**config.mk**
```make
export PLATFORM = sky130hd
export DESIGN_NAME = mem_sweep_ram_flat
export DESIGN_NICKNAME = d
export VERILOG_FILES = /design/src/rtl/mem_sweep_ram_if.sv /design/src/rtl/mem_sweep_ram.sv /design/src/flat_wrapper.sv
export SDC_FILE = /design/constraint.sdc
export NUM_CORES = 1
export LEC_CHECK = 0
export CORE_MARGIN = 2
export CORE_UTILIZATION = 50
export DETAILED_ROUTE_END_ITERATION = 8
export GPL_ROUTABILITY_DRIVEN = 1
export GPL_TIMING_DRIVEN = 0
export HOLD_SLACK_MARGIN = 0.1
export PLACE_DENSITY = 0.69
export SKIP_CTS_REPAIR_TIMING = 1
export SYNTH_ARGS = -nofsm -noshare
export SYNTH_HDL_FRONTEND = slang
export SYNTH_SLANG_ARGS = --single-unit
```
**constraint.sdc**
```tcl
create_clock -name clk -period 2.5 [get_ports clk]
set_input_delay 0.25 -clock clk [delete_from_list [all_inputs] [get_ports clk]]
set_output_delay 0.25 -clock clk [all_outputs]
set_load 0.05 [all_outputs]
```
**src/rtl/mem_sweep_ram_if.sv**
```systemverilog
// Request/response bundle for mem_sweep_ram: valid/ready request channel,
// clear/busy sweep control and the registered read response.
interface mem_sweep_ram_if #(
  parameter int WIDTH = 4,
  parameter int AW    = 4
);
  logic             req_valid;
  logic             req_ready;
  logic             req_we;
  logic [AW-1:0]    req_addr;
  logic [WIDTH-1:0] req_wdata;
  logic             clear;
  logic             busy;
  logic             rsp_valid;
  logic [WIDTH-1:0] rsp_data;

  modport master (
    output req_valid, req_we, req_addr, req_wdata, clear,
    input  req_ready, busy, rsp_valid, rsp_data
  );

  modport slave (
    input  req_valid, req_we, req_addr, req_wdata, clear,
    output req_ready, busy, rsp_valid, rsp_data
  );
endinterface

```
**src/rtl/mem_sweep_ram.sv**
```systemverilog
// Single-port RAM with valid/ready requests, 1-cycle registered read response
// and a clear sequencer that fills every word with FILL after reset / on clear.
module mem_sweep_ram #(
  parameter int               WIDTH = 4,
  parameter int               AW    = 4,
  parameter logic [WIDTH-1:0] FILL  = '0
) (
  input  logic            clk,
  input  logic            reset,
  mem_sweep_ram_if.slave  bus
);
  localparam int DEPTH = 1 << AW;

  typedef enum logic {IDLE = 1'b0, SWEEP = 1'b1} state_t;

  state_t           state_q;
  logic [AW-1:0]    ptr_q;
  logic             rsp_valid_q;
  logic [WIDTH-1:0] rsp_data_q;
  logic [WIDTH-1:0] mem_q [DEPTH];

  logic             accept;
  logic             mem_we_d;
  logic [AW-1:0]    mem_waddr_d;
  logic [WIDTH-1:0] mem_wdata_d;

  assign accept = (state_q == IDLE) && bus.req_valid;

  // Single write port shared by the sweep and caller writes; reset blocks it.
  always_comb begin
    mem_we_d    = 1'b0;
    mem_waddr_d = ptr_q;
    mem_wdata_d = FILL;
    if (!reset) begin
      if (state_q == SWEEP) begin
        mem_we_d = 1'b1;
      end else if (accept && bus.req_we) begin
        mem_we_d    = 1'b1;
        mem_waddr_d = bus.req_addr;
        mem_wdata_d = bus.req_wdata;
      end
    end
  end

  always_ff @(posedge clk) begin
    if (mem_we_d) mem_q[mem_waddr_d] <= mem_wdata_d;
  end

  always_ff @(posedge clk) begin
    if (reset) begin
      state_q     <= SWEEP;
      ptr_q       <= '0;
      rsp_valid_q <= 1'b0;
      rsp_data_q  <= '0;
    end else begin
      rsp_valid_q <= 1'b0;
      case (state_q)
        SWEEP: begin
          ptr_q <= ptr_q + AW'(1);
          if (ptr_q == AW'(DEPTH - 1)) state_q <= IDLE;
        end
        default: begin
          if (accept && !bus.req_we) begin
            rsp_valid_q <= 1'b1;
            rsp_data_q  <= mem_q[bus.req_addr];
          end
          // A request in the same cycle as clear still executes on pre-clear data.
          if (bus.clear) state_q <= SWEEP;
        end
      endcase
    end
  end

  assign bus.busy      = (state_q == SWEEP);
  assign bus.req_ready = (state_q == IDLE);
  assign bus.rsp_valid = rsp_valid_q;
  assign bus.rsp_data  = rsp_data_q;
endmodule
```
**src/flat_wrapper.sv**
```systemverilog
// flat-port wrapper written by rule: the top's interface ports become plain ports
module mem_sweep_ram_flat 
#(
  parameter int               WIDTH = 4,
  parameter int               AW    = 4,
  parameter logic [WIDTH-1:0] FILL  = '0
)
  (clk, reset, bus_req_valid, bus_req_we, bus_req_addr, bus_req_wdata, bus_clear, bus_req_ready, bus_busy, bus_rsp_valid, bus_rsp_data);
  mem_sweep_ram_if #(.WIDTH(WIDTH), .AW(AW)) bus_i ();
  input  logic clk;
  input  logic reset;
  input wire logic [$bits(bus_i.req_valid)-1:0] bus_req_valid;
  input wire logic [$bits(bus_i.req_we)-1:0] bus_req_we;
  input wire logic [$bits(bus_i.req_addr)-1:0] bus_req_addr;
  input wire logic [$bits(bus_i.req_wdata)-1:0] bus_req_wdata;
  input wire logic [$bits(bus_i.clear)-1:0] bus_clear;
  output wire logic [$bits(bus_i.req_ready)-1:0] bus_req_ready;
  output wire logic [$bits(bus_i.busy)-1:0] bus_busy;
  output wire logic [$bits(bus_i.rsp_valid)-1:0] bus_rsp_valid;
  output wire logic [$bits(bus_i.rsp_data)-1:0] bus_rsp_data;
  assign bus_i.req_valid = bus_req_valid;
  assign bus_i.req_we = bus_req_we;
  assign bus_i.req_addr = bus_req_addr;
  assign bus_i.req_wdata = bus_req_wdata;
  assign bus_i.clear = bus_clear;
  assign bus_req_ready = bus_i.req_ready;
  assign bus_busy = bus_i.busy;
  assign bus_rsp_valid = bus_i.rsp_valid;
  assign bus_rsp_data = bus_i.rsp_data;
  mem_sweep_ram #(.WIDTH(WIDTH), .AW(AW), .FILL(FILL)) u_core (.clk(clk), .reset(reset), .bus(bus_i));
endmodule
```
# After elaboration in Yosys (flattened, before gate mapping)
# Memories as Yosys holds them, arrays and structs flattened. A register that Yosys moved wholly into a read port is not among the register bits.
# Cells that the tools add are included.
dict set report totals {
  output_inout_bits 7
  in_bits 13
  word_cells 28
  ram_bits 64
  memories 1
  ff_bits 6
}
dict set report classes {
  muxes 15
  bitwise_logic 1
  n_reduce_logical 6
  n_addsub 1
  n_eq_ne 1
}
# name words word_bits read_ports rd_ports_with_merged_regs wr line
set memory_table {}
lappend memory_table {u_core.mem_q 16 4 1 1 1 mem_sweep_ram.sv:20} ;# logic [WIDTH-1:0] mem_q [DEPTH];
# operator n
set op_table {}
lappend op_table {{two-way mux 4 bit} 6}
lappend op_table {{two-way mux 1 bit} 9}
lappend op_table {{adder 4 x 1 -> 4 bit (second input constant)} 1}
lappend op_table {{== test 4 bit (second input constant)} 1}
lappend op_table {{logical AND 1 bit} 3}
lappend op_table {{AND reduction 2 bit} 1}
lappend op_table {{OR reduction 2 bit} 1}
lappend op_table {{logical NOT 1 bit} 1}
lappend op_table {{NOT 1 bit} 1}

# Depth between registers and ports, before layout
# Gate-level depths: netlist (run 1).
dict set report depth {
  word_depth 8
  mapped_depth 5
  mapped_depth_nobuf 4
}

# Least setup slack after synthesis (run 1)
# OpenSTA, ideal clock, no wires.
dict set report synth_timing {
  path_type {reg-to-reg}
  start {register u_core.state_q, in the netlist u_core.bus.busy}
  end {memory u_core.mem_q[11][0], enable pin}
  synth_period_minus_slack_ns 2.088
  path_stages_with_launch 5
  setup_ns 0.361
  required_ns 2.139
  n_path_buf 1
  arrival_ns 1.727
  setup_slack_ns 0.412
  cell_sequence {dfxtp_1 and4bb_1 buf_6 mux2_4 nor3_1}
}
dict set report synth_between {
  elab_chain_len 8
  elab_cells_between_ends 11
  classes_between {8 x mux; 1 x bitwise; 2 x reduce/logical}
}
# item line
set synth_rtl {}
lappend synth_rtl {{start, declared} mem_sweep_ram.sv:16} ;# state_t state_q;
lappend synth_rtl {{start signal, assigned} mem_sweep_ram.sv:51} ;# state_q <= SWEEP;
lappend synth_rtl {{start signal, assigned} mem_sweep_ram.sv:60} ;# if (ptr_q == AW'(DEPTH - 1)) state_q <= IDLE;
lappend synth_rtl {{start signal, assigned} mem_sweep_ram.sv:68} ;# if (bus.clear) state_q <= SWEEP;
lappend synth_rtl {{NOT 1 bit (no source line)} n/a}
lappend synth_rtl {{logical AND 1 bit} mem_sweep_ram.sv:27} ;# assign accept = (state_q == IDLE) && bus.req_valid;
lappend synth_rtl {{logical AND 1 bit} mem_sweep_ram.sv:37} ;# end else if (accept && bus.req_we) begin
lappend synth_rtl {{two-way mux 1 bit} mem_sweep_ram.sv:37}
lappend synth_rtl {{two-way mux 1 bit} mem_sweep_ram.sv:35} ;# if (state_q == SWEEP) begin
lappend synth_rtl {{two-way mux 1 bit} mem_sweep_ram.sv:34} ;# if (!reset) begin
lappend synth_rtl {{two-way mux 1 bit} mem_sweep_ram.sv:46} ;# if (mem_we_d) mem_q[mem_waddr_d] <= mem_wdata_d;
lappend synth_rtl {{two-way mux 1 bit (implied by the code)} mem_sweep_ram.sv:46}
lappend synth_rtl {{end, declared} mem_sweep_ram.sv:20}
# Parallel ways exist; a longest one is shown, timed or not.

# Worst setup path in the final report (run 1)
dict set report layout_timing {
  start {input reset}
  end {memory u_core.mem_q[7][3], enable pin}
}
dict set report layout_between {
  elab_chain_len 3
  elab_cells_between_ends 4
  classes_between {4 x mux}
}
# item line
set layout_rtl {}
lappend layout_rtl {{start, declared} flat_wrapper.sv:11} ;# input logic reset;
lappend layout_rtl {{two-way mux 1 bit} mem_sweep_ram.sv:34}
lappend layout_rtl {{two-way mux 1 bit} mem_sweep_ram.sv:46}
lappend layout_rtl {{two-way mux 1 bit (implied by the code)} mem_sweep_ram.sv:46}
# Parallel ways exist; a longest one is shown, timed or not.

==> results.md, run 1 <==
- NetSw: 0.000495 W
- IO Pins: 20
- Worst hold path startpoint: bus_clear
- CTS Buf Count: 9
- Status: completed
- Fmax: 0.458 GHz
- Asr flop ratio synth: 0%
- Worst Path Max Fanout: 10
- Layout area overhead: 14.7%
- Main synth FF type: edfxtp_1
- Seq pwr share: 57.3%
- Crit-path max cell delay: 0.66 ns
- Post-synth EDFFs: 64
- Total grt overflow: 0
- Initial core utilization: 52.1%
- Post-Syn Area: 3120 sq um
- Largest net degree at the start of global routing: 17
- Unrepaired setup endpoints after global routing: no
- Slew @ Worst Pin: 0.782 ns
- CTS H-tree depth: 3
- Clock root cell: clkbuf_8
- Wire length of the first global-routing pass: 8.80 mm
- Post-Place Cells: 266
- Final Util: 59.8%
- Seq/Total Area, Yosys: 68.0%
- RePlAce Congestion: 0.792
- Width of the die: 83.0 um
- CTS tree: yes
- Max-Cap Viols: 0
- DR vias: 1614
- Detailed Route WL: 5.58 mm
- Die height: 83.0 um
- Cell Int Power: 0.00186 W
- Setup violations, final: 0
- Cell Rows: 28
- Reg2reg end: u_core.mem_q[7][3]
- Synthesized instance count: 174
- CP Class: in2reg
- Net Count, Synth: 188
- Final net count: 216
- Final routed DRC violation total: 0
- PD cells: 657 nW/um^2
- CP cell instances: clkdlybuf4s50_1 -> and4bb_1 -> buf_6 -> mux2_4 -> nor3_1
- Yosys cell types: 32
- Commonest cells after routing, fill and taps aside: edfxtp_1, clkdlybuf4s50_1, mux4_2
- Yosys reg bits: 74
- Yosys warns: 0
- Non-Filler Instances: 282
- Port bufs: 17
- Clk sinks: 74
- Vias in the first global route: 1641
- CTS max path bufs: 2
- Final Hold Vio Count: 0
- Period Utilization, post-route: 87.4%
- Mean post-synth cell area: 17.9 sq um
- Switching share of power: 21.1%
- Clk pin slew, worst setup/hold paths: 0.08 ns
- Worst-case reg-to-reg path depth: 4
- Top cell type's share of synthesized area: 61.6%
- Via density per instance: 5.72
- Crit Reg-Reg Startpoint: u_core.bus.busy
- Share of layout cells above drive strength 1: 23.7%
- Clock share of power: 37.1%
- Initial DRC count: 121
- Critical Path Sink Type: register
- WP data required: 2.47 ns
- Reg-to-reg setup timing slack: 0.35 ns
- Arrival @ worst endpoint: 2.15 ns
- Hold Path Sink: u_core.bus.busy
- Lkg Pwr: 1.28 nW
- Hold Crit Class: in2reg
- Routed len/inst: 19.8 um
- Total core area: 5990 sq um
- Die area: 6890 sq um
- Tmin final: 2.18 ns
- Comb power frac: 5.6%
- Max Slew Vio Count: 0
- FILL cells: 446
- Antenna Nets Post-Route: 0
- Worst-skew pair later-pin latency: 0.34 ns
- Synth top area cells: edfxtp_1, mux4_2, dfxtp_1
- Commonest non-fill, non-tap cell in the layout: edfxtp_1
- Hold Path Depth: 3
- Relative slew slack: 47.5%
- Setup crit start kind: primary input
- DP HPWL: 3.94 mm
- Clock skew: 0.00893 ns
- Cell taking the most area after synthesis: edfxtp_1
- Number of diodes: 0
- Total track usage: 17.4%
- CP max stage cell: nor3_1
- Crit path buf inv count: 2
- Initial antenna violation count: 0
- VDD IR max: 735 uV
- TritonRoute pass-1 iters: 4
- Crit path max-delay family: simple AND/OR/NAND/NOR gates
[power by group through the flow]
| stage | logic (W) | registers [W] | clock network (W) |
|---|---|---|---|
| 6_report | 0.000131 | 0.00135 | 0.000874 |
| 3_5_place_dp | 0.000132 | 0.00138 | 0 |
| 5_1_grt | 0.000142 | 0.00135 | 0.000954 |
| 3_3_place_gp | 0.000129 | 0.00137 | 0 |
| 2_1_floorplan | 0.0000911 | 0.00137 | 0 |
| 4_1_cts | 0.000133 | 0.00135 | 0.000897 |
[layer usage]
layer | vias to the layer above | track usage [%] | share of wire (%) | wire length (um)
met1 | 819 | 22.4 | 42 | 2330
met3 | 6 | 5.96 | 4.3 | 239
met4 | 0 | 4.47 | 1.2 | 68
met5 | - | 0 | 0 | 0
met2 | 38 | 28.5 | 53 | 2950
li1 | 751 | - | - | -
[metrics by stage]
stage	instance area (sq um)	setup WS, ns	hold WS, ns	power (W)	TNS [ns]
floorplan	3120	0.412	0.388	0.00146	0
global placement	3390	0.0515	0.528	0.00150	0
detailed placement	3390	-0.0172	0.540	0.00151	-0.0677
CTS	3580	0.315	0.522	0.00238	0
global route	3580	0.218	0.552	0.00245	0
finish	3580	0.316	0.535	0.00235	0
[synth_stat cells, drive strengths merged, types with 4 or more instances]
cell type / n
a221oi: 4
and2: 5
buf: 7
dfxtp: 10
edfxtp: 64
mux2i: 13
mux4: 16
nand2: 5
nor2: 6
nor2b: 6
nor3: 16
o21bai: 5
[logic make-up (layout without fill, tap and decap cells)]
family | count (synthesis) | after routing | synth area share (%)
AO/OA/AOI/OAI | 11 | 11 | 2.89
XOR/XNOR | 3 | 3 | 0.842
adder cells (fa/ha/maj) | 1 | 1 | 0.401
buffers and inverters | 9 | 42 | 2.00
flip-flops | 74 | 74 | 68.0
multiplexers | 31 | 31 | 16.8
AND/OR/NAND/NOR | 45 | 45 | 9.10
[flip-flops by register name, indices dropped and copies added (netlist names)]
register,cells
u_core.bus.rsp_data,4
u_core.bus.rsp_valid,1
u_core.mem_q,64
u_core.ptr_q,4
u_core.bus.busy,1
[worst max-delay path by stage]
stage / from / end / slack (ns) / depth (start not counted)
2_1_floorplan: u_core.bus.busy / u_core.mem_q[11][0] / 0.41 / 4
3_3_place_gp: reset / u_core.mem_q[15][1] / 0.05 / 5
3_5_place_dp: reset / u_core.mem_q[15][0] / -0.02 / 5
4_1_cts: reset / u_core.mem_q[7][2] / 0.31 / 5
5_1_grt: u_core.bus.busy / u_core.mem_q[7][2] / 0.22 / 4
6_report: reset / u_core.mem_q[7][3] / 0.32 / 5
[worst register-to-register path, cell delays in order (launching register included)]
cell and delay [ns]:
dfxtp_1 0.34, buf_2 0.20, nor4bb_1 0.37, o21bai_2 0.22, nor3_1 0.65
[cell type report]
| type | count | area (sq um) | area share, % |
|---|---|---|---|
| Buffer | 8 | 58.8 | 1.64 |
| Tap cell | 75 | 93.8 | 2.62 |
| Inverter | 1 | 3.75 | 0.105 |
| Clock inverter | 7 | 70.1 | 1.96 |
| Clock buffer | 9 | 124 | 3.46 |
| Sequential cell | 74 | 2120 | 59.3 |
| Multi-Input combinational cell | 91 | 937 | 26.2 |
| Timing Repair Buffer | 17 | 170 | 4.75 |
Note: power is estimated with default switching activity, not from simulation.
==> inputs of run 2 (changes only) <==
ABC_CLOCK_PERIOD_IN_PS = 2500   (was not set)
CORE_ASPECT_RATIO = 0.7   (was not set)
==> run 2 against run 1 <==
Clock skew is 0.0021 ns higher. Count of clock-buffer cells in the layout is 1 higher. Die area is 0.15% higher. Wire length is 9.4% higher. Critical path depth is 1 lower. Critical path type is now reg2reg. Critical endpoint is now u_core.mem_q[4][2].
==> results.md, run 2 (synthesized netlist as in run 1, its figures left out) <==
- Status: completed
- Commonest non-fill, non-tap cell in the layout: edfxtp_1
- RePlAce Congestion: 0.871
- Fmax: 0.479 GHz
- Die area: 6900 sq um
- Cell Rows: 24
- Max-Cap Viols: 0
- Hold Crit Class: in2reg
- Wire length of the first global-routing pass: 9.74 mm
- Worst setup margin: 0.410 ns
- Number of diodes: 0
- Total grt overflow: 0
- Die height: 70.1 um
- Crit Reg-Reg Startpoint: u_core.bus.busy
- Initial core utilization: 51.0%
- Worst Path Max Fanout: 10
- Largest net degree at the start of global routing: 17
- VDD IR max: 442 uV
- Unrepaired setup endpoints after global routing: no
- TritonRoute pass-1 iters: 4
- Tmin final: 2.09 ns
- Critical Path Sink Type: register
- Final routed DRC violation total: 0
- Reg2reg end: u_core.mem_q[4][2]
- Width of the die: 98.4 um
- Total track usage: 19.8%
- Largest register by flop count: u_core.mem_q
- Arrival @ worst endpoint: 2.07 ns
- Hold Path Sink: u_core.bus.busy
- Setup crit start kind: register
- Max Slew Vio Count: 0
- CP Class: reg2reg
- Clk sinks: 74
- Clk pin slew, worst setup/hold paths: 0.08 ns
- WP data required: 2.48 ns
- Worst-case reg-to-reg path depth: 4
- Total core area: 6130 sq um
- Worst-skew pair later-pin latency: 0.35 ns
- Period Utilization, post-route: 83.6%
- Share of layout cells above drive strength 1: 23.7%
- Via density per instance: 5.83
- Worst hold path startpoint: bus_clear
- CTS Buf Count: 9
- Setup TNS: 0 ns
- Clock root cell: clkbuf_8
- Vias in the first global route: 1688
- Reg-to-reg setup timing slack: 0.41 ns
- CP max stage cell: nor3_1
- Hold slack: 0.517 ns
- CP cell instances: buf_2 -> nor4bb_1 -> o21bai_2 -> nor3_1
- Crit path buf inv count: 1
- Initial DRC count: 132
- Relative slew slack: 52.0%
- Commonest cells after routing, fill and taps aside: edfxtp_1, clkdlybuf4s50_1, mux4_2
- Lkg Pwr: 1.29 nW
- Final net count: 216
- Hold Path Depth: 3
- DP HPWL: 4.34 mm
- Routed len/inst: 21.4 um
- Antenna Nets Post-Route: 0
- Clock skew: 0.0111 ns
- IO Pins: 20
- Detailed Route WL: 6.11 mm
- DR vias: 1662
- Final Hold Vio Count: 0
- Slew @ Worst Pin: 0.720 ns
- Crit path max-delay family: simple AND/OR/NAND/NOR gates
- Initial antenna violation count: 0
- CTS H-tree depth: 3
- CTS max path bufs: 2
- CTS tree: yes
- Crit-path max cell delay: 0.62 ns
- Layout area overhead: 15.6%
- Setup violations, final: 0
- Port bufs: 17
- PD cells: 693 nW/um^2
- Max reg flops: 64
- Pre-CTS setup slack: 0.0299 ns
==> run 2: power breakdown <==
| group | total [W] | switching, W | internal, W |
|---|---|---|---|
| sequential | 0.00135 | 0.0000112 | 0.00134 |
| combinational | 0.000133 | 0.0000694 | 0.0000640 |
| clock | 0.00102 | 0.000454 | 0.000563 |
| total | 0.00250 | 0.000535 | 0.00196 |
==> run 2: worst max path at each step <==
stage	startpoint	end	slack (ns)	depth (start not counted)
finish	u_core.bus.busy	u_core.mem_q[4][2]	0.41	4
global route	u_core.bus.busy	u_core.mem_q[6][3]	0.24	4
CTS	reset	u_core.mem_q[15][1]	0.41	5
detailed placement	reset	u_core.mem_q[15][1]	0.03	5
global placement	reset	u_core.mem_q[11][0]	0.08	5
floorplan	u_core.bus.busy	u_core.mem_q[11][0]	0.41	4
==> run 2: layout make-up <==
| type | count | area, sq um |
|---|---|---|
| Clock buffer | 10 | 128 |
| Clock inverter | 6 | 91.3 |
| Tap cell | 78 | 97.6 |
| Sequential cell | 74 | 2120 |
| Timing Repair Buffer | 17 | 170 |
| Fill cell | 453 | 2520 |
| Multi-Input combinational cell | 91 | 937 |
| Buffer | 8 | 58.8 |
| Inverter | 1 | 3.75 |
==> run 2: metrics by stage <==
stage | utilization [%] | std cells | instance area [sq um] | total power, W
floorplan | - | 174 | 3120 | 0.00146
CTS | 58.9 | 285 | 3610 | 0.00252
detailed placement | 55.3 | 269 | 3390 | 0.00151
global placement | 55.3 | 269 | 3390 | 0.00151
global route | 58.9 | 285 | 3610 | 0.00258
finish | 58.9 | 285 | 3610 | 0.00250
==> run 2: tightest hold or removal path: stages <==
cell	delay, ns
clkdlybuf4s50_1	0.46
o22ai_1	0.07
nand2b_1	0.06
==> run 2: layer usage <==
metal	vias to the layer above	routed length [um]	global-route usage [%]
met1	852	2820	29.0
li1	751	-	-
met5	-	0	0
met4	0	99	8.37
met3	10	381	5.21
met2	49	2800	28.3
==> inputs of run 3 (changes only) <==
ABC_CLOCK_PERIOD_IN_PS = 1800   (was 2500)
PLACE_DENSITY = 0.72   (was 0.69)
clock period = 1.8 ns   (was 2.5 ns; I/O delays follow)
==> run 3 against run 2 <==
The flow now finishes with violations (setup timing). Sequential power increased by 39%. Die area unchanged. Flip-flop and latch count stayed put.
==> results.md, run 3 (synthesized netlist as in run 1, its figures left out) <==
- Port bufs: 17
- Worst-skew pair later-pin latency: 0.35 ns
- CTS max path bufs: 2
- CP Class: reg2reg
- Seq pwr share: 53.6%
- Post-Place Cells: 269
- Share of layout cells above drive strength 1: 32.4%
- Fmax: 0.536 GHz
- Crit path max-delay family: simple AND/OR/NAND/NOR gates
- Crit path buf inv count: 1
- Worst Path Max Fanout: 8
- Clock root cell: clkbuf_8
- Period Utilization, post-route: 104%
- Clock skew: 0.00957 ns
- Detailed Route WL: 6.56 mm
- CTS tree: yes
- Number of diodes: 0
- Clock share of power: 39.2%
- Clk sinks: 74
- Die area: 6900 sq um
- Metal2 WL: 3.17 mm
- IO Pins: 20
- Clk pin slew, worst setup/hold paths: 0.08 ns
- DP HPWL: 4.36 mm
- DR top layer: met4
- Final Hold Vio Count: 0
- CTS H-tree depth: 3
- DR vias: 1699
- Arrival @ worst endpoint: 1.90 ns
- Relative slew slack: 53.3%
- NetSw: 0.000744 W
- Total grt overflow: 0
- Largest net degree at the start of global routing: 17
- Initial DRC count: 96
- CP cell instances: and4bb_1 -> buf_6 -> mux2_4 -> nor3_4
- Hold Crit Class: in2reg
- Final Util: 63.7%
- Setup violations, final: 36
- Cell Int Power: 0.00274 W
- Slew @ Worst Pin: 0.687 ns
- Vias in the first global route: 1688
- TritonRoute pass-1 iters: 4
- Critical Path Sink Type: register
- CTS Buf Count: 9
- VDD IR max: 543 uV
- Routed len/inst: 22.5 um
- Wire length of the first global-routing pass: 9.73 mm
- Commonest cells after routing, fill and taps aside: edfxtp_1, nor3_4, mux4_2
- Tmin final: 1.87 ns
- Crit-path max cell delay: 0.43 ns
- Max Slew Vio Count: 0
- Setup crit start kind: register
- WP data required: 1.83 ns
- Layout area overhead: 25.0%
- Die height: 70.1 um
- Total track usage: 19.6%
- Final routed DRC violation total: 0
- Lkg Pwr: 1.49 nW
- Initial antenna violation count: 0
- Non-Filler Instances: 291
- Commonest non-fill, non-tap cell in the layout: edfxtp_1
- Violated checks: setup timing
- Cell Rows: 24
- Initial core utilization: 51.0%
- Largest register by flop count: u_core.mem_q
- Width of the die: 98.4 um
- RePlAce Congestion: 0.874
- M1 WL: 2.85 mm
- FILL cells: 411
- Comb power frac: 7.1%
- Via density per instance: 5.84
- PD cells: 894 nW/um^2
- Total core area: 6130 sq um
- Antenna Nets Post-Route: 0
- Switching share of power: 21.3%
- Status: finished with violations
- Unrepaired setup endpoints after global routing: yes
- Worst setup margin: -0.0669 ns
- Final net count: 222
- Max reg flops: 64
- CP max stage cell: mux2_4
- Max-Cap Viols: 0
- Met3 Wirelength: 435 um
==> run 3: cell count changes in the layout (fill, tap and decap cells not counted), moves of 2 or more <==
cell / delta
nor3_4: +16
nor3_1: -9
nor3_2: -7
buf_4: +4
clkdlybuf4s50_1: -3
clkinvlp_4: -3
dlymetal6s2s_1: +3
mux2i_1: -3
mux2i_4: +3
buf_12: +2
clkinv_2: +2
==> run 3: power groups by stage <==
stage | Sequential (W) | Clock (W) | Combinational (W)
6_report | 0.00187 | 0.00137 | 0.000249
3_5_place_dp | 0.00191 | 0 | 0.000186
4_1_cts | 0.00187 | 0.00138 | 0.000188
2_1_floorplan | 0.00190 | 0 | 0.000126
5_1_grt | 0.00187 | 0.00146 | 0.000263
3_3_place_gp | 0.00191 | 0 | 0.000179
==> run 3: metrics by stage <==
| stage | setup WS [ns] | setup TNS (ns) | hold WS [ns] | cell area [sq um] | power, W |
|---|---|---|---|---|---|
| 2_1_floorplan | -0.0782 | -1.33 | 0.317 | 3130 | 0.00203 |
| 3_3_place_gp | -0.569 | -30.97 | 0.532 | 3390 | 0.00209 |
| 3_5_place_dp | -0.642 | -37.40 | 0.545 | 3390 | 0.00210 |
| 4_1_cts | -0.308 | -11.19 | 0.456 | 3600 | 0.00344 |
| 5_1_grt | -0.132 | -4.38 | 0.364 | 3900 | 0.00360 |
| 6_report | -0.0669 | -1.41 | 0.304 | 3900 | 0.00349 |
==> run 3: worst register-to-register path, delay by kind of cell (launching register included) <==
kind,cells,cell delay [ns]
and+or+nand+nor,2,0.61
muxes,1,0.43
DFF,1,0.34
buffers and inverters,1,0.17
==> run 3: cell type report <==
type                            instances  area (sq um)  area share, %
Clock buffer                           11           131           3.37
Sequential cell                        74          2130           54.5
Buffer                                  8          68.8           1.76
Multi-Input combinational cell         91          1150           29.5
Inverter                                1          3.75         0.0962
Tap cell                               78          97.6           2.50
Timing Repair Buffer                   23           248           6.35
Clock inverter                          5          78.8           2.02
==> run 3: final timing paths <==
path,endpoint,slack (ns),start,depth (start not counted)
worst max-delay path,u_core.mem_q[11][2],-0.07,u_core.bus.busy,4
worst min-delay path,u_core.bus.rsp_valid,0.30,bus_req_we,3
worst max register to register,u_core.mem_q[11][2],-0.07,u_core.bus.busy,4
worst min register to register,u_core.bus.rsp_data[0],0.56,u_core.bus.rsp_data[0],2
==> run 3: routing by layer <==
| layer | global-route usage, % | up-vias |
|---|---|---|
| li1 | - | 767 |
| met1 | 28.7 | 864 |
| met2 | 28.7 | 56 |
| met3 | 5.61 | 12 |
| met4 | 5.94 | 0 |
| met5 | 0 | - |
